--- src/rtl/demux1x4_router.sv ---
// 1:4 valid/ready demultiplexer with a one-entry output register per channel.
// Optional per-channel transfer counters are built when DEMUX_STATS_EN is defined.
module demux1x4_router #(
    parameter int DW = 8
) (
    input  logic            clk,
    input  logic            rst,
    input  logic            in_valid,
    output logic            in_ready,
    input  logic [DW-1:0]   in_data,
    input  logic [1:0]      in_sel,
    output logic [3:0]      out_valid,
    input  logic [3:0]      out_ready,
    output logic [4*DW-1:0] out_data,
    output logic [31:0]     stat_cnt
);

    logic [3:0]    full_r;
    logic [DW-1:0] data_r [4];
    logic [3:0]    accept_s;
    logic [3:0]    pop_s;
    logic          in_ready_s;

    // A channel can take a word when empty or when its current word leaves this edge.
    assign in_ready_s = !rst && (!full_r[in_sel] || out_ready[in_sel]);
    assign in_ready   = in_ready_s;
    assign pop_s      = full_r & out_ready;
    assign out_valid  = full_r;

    // Decode which channel, if any, accepts the input word this cycle.
    always_comb begin
        accept_s = 4'b0000;
        if (in_valid && in_ready_s) begin
            case (in_sel)
                2'd0:    accept_s = 4'b0001;
                2'd1:    accept_s = 4'b0010;
                2'd2:    accept_s = 4'b0100;
                2'd3:    accept_s = 4'b1000;
                default: accept_s = 4'b0000;
            endcase
        end else begin
            accept_s = 4'b0000;
        end
    end

    // Per-channel holding register; an accept on the pop edge refills without a bubble.
    always_ff @(posedge clk) begin
        if (rst) begin
            full_r <= 4'b0000;
            for (int k = 0; k < 4; k++) begin
                data_r[k] <= '0;
            end
        end else begin
            for (int k = 0; k < 4; k++) begin
                if (accept_s[k]) begin
                    full_r[k] <= 1'b1;
                    data_r[k] <= in_data;
                end else if (pop_s[k]) begin
                    full_r[k] <= 1'b0;
                end else begin
                    full_r[k] <= full_r[k];
                end
            end
        end
    end

    genvar g;
    generate
        for (g = 0; g < 4; g++) begin : g_out
            assign out_data[g*DW +: DW] = data_r[g];
        end
    endgenerate

`ifdef DEMUX_STATS_EN
    logic [7:0] cnt_r [4];

    // Free-running 8-bit pop counters; wrap silently at 255.
    always_ff @(posedge clk) begin
        if (rst) begin
            for (int k = 0; k < 4; k++) begin
                cnt_r[k] <= 8'd0;
            end
        end else begin
            for (int k = 0; k < 4; k++) begin
                if (pop_s[k]) begin
                    cnt_r[k] <= cnt_r[k] + 8'd1;
                end else begin
                    cnt_r[k] <= cnt_r[k];
                end
            end
        end
    end

    assign stat_cnt = {cnt_r[3], cnt_r[2], cnt_r[1], cnt_r[0]};
`else
    assign stat_cnt = 32'h0000_0000;
`endif

endmodule

--- config.mk ---
export PLATFORM = sky130hd
export DESIGN_NAME = demux1x4_router
export DESIGN_NICKNAME = d
export VERILOG_FILES = /design/src/rtl/demux1x4_router.sv
export SDC_FILE = /design/constraint.sdc
export NUM_CORES = 1
export LEC_CHECK = 0
export BUFFER_PORTS_ARGS = -buffer_cell sky130_fd_sc_hd__buf_2
export CAP_MARGIN = 25
export CORE_MARGIN = 5
export CORE_UTILIZATION = 40
export DETAILED_ROUTE_END_ITERATION = 8
export HOLD_SLACK_MARGIN = 0.02
export PLACE_DENSITY_LB_ADDON = 0.3
export RECOVER_POWER = 25
export REMOVE_ABC_BUFFERS = 1
export SYNTH_ARGS = -nofsm -noshare
export SYNTH_HDL_FRONTEND = slang
export SYNTH_SLANG_ARGS = --single-unit
export TNS_END_PERCENT = 1
--- constraint.sdc ---
create_clock -name clk -period 1.2 [get_ports clk]
set_input_delay 0.06 -clock clk [delete_from_list [all_inputs] [get_ports clk]]
set_output_delay 0.06 -clock clk [all_outputs]
set_load 0.05 [all_outputs]
==> results.json <==
{
  "grt_pass1_vias": 1044,
  "grt_overflow": 0,
  "synth_top_family_by_area": "simple AND/OR/NAND/NOR gates",
  "critPathKind": "reg -> out",
  "via_count": 1089,
  "final_nets": 219,
  "wire_per_inst_um": 12.6,
  "finalInstanceArea_sq_um": 2000,
  "pre_cts_slack_ns": 0.0235,
  "clock.fmax_mhz": 737,
  "cp_num_buf_inv": 1,
  "grt_pass1_wl_mm": 4.74,
  "place_inst": 244,
  "antenna_left": 0,
  "synth.distinct_cells": 16,
  "rsz0062_at_grt": "yes",
  "area_growth_pct": 23.7,
  "synth_xor_area_share_pct": 0,
  "fillers": 380,
  "worstSetupEndpointType": "output pin",
  "hp-class": "in -> reg",
  "clockBufferDepth": 2,
  "setup_viol": 1,
  "drv_slew": 0,
  "fin_cells": 252,
  "cts_tree": "yes",
  "cp.required_ns": 1.14,
  "power_per_cell_area_nw_per_um2": 1450,
  "cp.arrival_ns": 1.30,
  "drt_wl_total_mm": 3.17,
  "crit_fanout": 2,
  "min_period_over_period_pct": 113,
  "diodes": 0,
  "hpwl_mm": 2.41,
  "fin_ws_ns": -0.158,
  "synthDominantCellAreaShare_pct": 59.6,
  "slowest_delay_ns": 0.32,
  "ys_seq_area_share_pct": 64.5,
  "ctsHoldBuffers": 0,
  "post-route-min-period_ns": 1.36,
  "switching_share_pct": 33.1,
  "max-vdd-ir-drop_uv": 626,
  "drt_iter0_drc": 81,
  "seq_area_sq_um": 1040,
  "pwr-share-clk_pct": 27.4,
  "port_buffers": 53,
  "clkTransAtPathRegs_ns": 0.06,
  "dieArea_sq_um": 5400,
  "p_leak_nw": 0.920,
  "drv_cap": 0,
  "synth-simple-area-share_pct": 16.7,
  "numCtsBuffers": 5,
  "ioPinCount": 86,
  "die_h_um": 73.5,
  "grtUsageTotal_pct": 12.1,
  "synth_area_sq_um": 1610,
  "htree_levels": 2,
  "synth_adder_area_share_pct": 0,
  "skew_ns": 0.00280,
  "synth-seq-cells": 36,
  "fin_setup_tns_ns": -0.158,
  "multi_input_area_sq_um": 450,
  "postPlaceCellArea_sq_um": 1890,
  "combPwrFrac_pct": 22.9,
  "routabilityCongestion": 0.706,
  "avgSynthCellArea_sq_um": 11.5,
  "cpLargestDelayFamily": "compound AO/OA/AOI/OAI gates",
  "power.total_mw": 2.89,
  "synth.area.mux_share_pct": 0.621,
  "antenna_found_initial": 0,
  "drc": 0,
  "start_util_pct": 40.9,
  "drtPass1Iterations": 4,
  "seqPwrFrac_pct": 49.7,
  "yosysWarnings": 0,
  "final_layout_size_suffix_gt1_share_pct": 33.7,
  "violations": "setup timing",
  "avgViaCountPerCell": 4.32,
  "crit_slowest_cell": "dfxtp_2",
  "core_sq_um": 3940,
  "p_sw_mw": 0.956,
  "clkLatencyLatePin_ns": 0.28,
  "synth_cells": 140,
  "intPower_mw": 1.93,
  "synth.top_cells.by_area": "edfxtp_1, buf_4, nor2_1",
  "die_x_um": 73.5,
  "crit_chain": "nor4b_1 > a311o_1 > a21oi_2 > buf_6",
  "hold_viol": 0,
  "cts-root-buf": "clkbuf_8",
  "clkSinkCount": 36,
  "critPathLaunchType": "flop",
  "grt_max_degree": 11,
  "synth-compound-area-share_pct": 2.17,
  "status": "finished with violations",
  "yosysTopAreaCell": "edfxtp_1",
  "rows": 23
}
[cell usage in the layout, fill, tap and decap left out, types with 4 or more instances in the layout]
cell      count
nand2_1      11
buf_2        30
buf_12        4
clkbuf_8      5
nand2b_1      7
clkbuf_2     22
nor2_1       33
a21oi_1       4
conb_1       32
edfxtp_1     32
[kinds of logic after synthesis]
family | count (synthesis)
mux | 1
buf+inv | 35
other cells | 1
compound gates | 6
simple gates | 61
flops | 36
[layout make-up]
class                      count  share of cell area, %
inverter                       1                  0.188
sequential                    36                   52.2
clock inverter                 1                  0.251
clock buffer                   6                   3.64
timing repair buffer          58                   18.0
multi-input combinational    100                   22.6
tap                           50                   3.13
[worst paths after layout]
path | from | endpoint | slack [ns] | cells after the start
worst max-delay path | out_valid[0] | in_ready | -0.16 | 4
worst min-delay path | rst | out_valid[1] | 0.05 | 2
worst max register to register | out_valid[0] | data_r[0][3] | 0.06 | 5
worst min register to register | out_valid[1] | out_valid[1] | 0.55 | 2
[sequential cells by signal (all words and copies together), names as in the netlist]
register	cells
data_r	32
out_valid	4
[what timing repair did]
item / CTS / global route
pin swaps: 1 / 0
endpoints found under the hold margin: 0 / 0
buffers inserted: 1 / 0
setup endpoints to repair: 1 / 9
resized for setup: 2 / 4
[power by group through the flow]
stage / clock [mW] / sequential, mW / combinational [mW]
after floorplan: 0 / 1.66 / 0.300
after global placement: 0 / 1.46 / 0.651
after detailed placement: 0 / 1.46 / 0.653
after CTS: 0.812 / 1.44 / 0.658
after global routing: 0.865 / 1.44 / 0.694
final: 0.791 / 1.44 / 0.662
[Yosys cell counts, drive strengths merged]
library cell,number
a21oi,5
a311o,1
buf,34
conb,1
dfxtp,4
edfxtp,32
inv,1
mux2i,1
nand2,11
nand2b,8
nand3,4
nand4,1
nor2,33
nor2b,3
nor4b,1
[metrics by stage]
| stage | hold slack (ns) | util (%) |
|---|---|---|
| after floorplan | 0.129 | - |
| after global placement | 0.346 | 47.9 |
| after detailed placement | 0.347 | 47.9 |
| after CTS | 0.0485 | 50.1 |
| after global routing | 0.0563 | 50.6 |
| final | 0.0517 | 50.6 |
[layer usage]
layer	GRT usage [%]	part of all wire, %
met1	14.3	40
met2	18.4	44
met3	6.29	15
met4	5.43	1.9
met5	0	0
(Power assumes the default switching activity.)
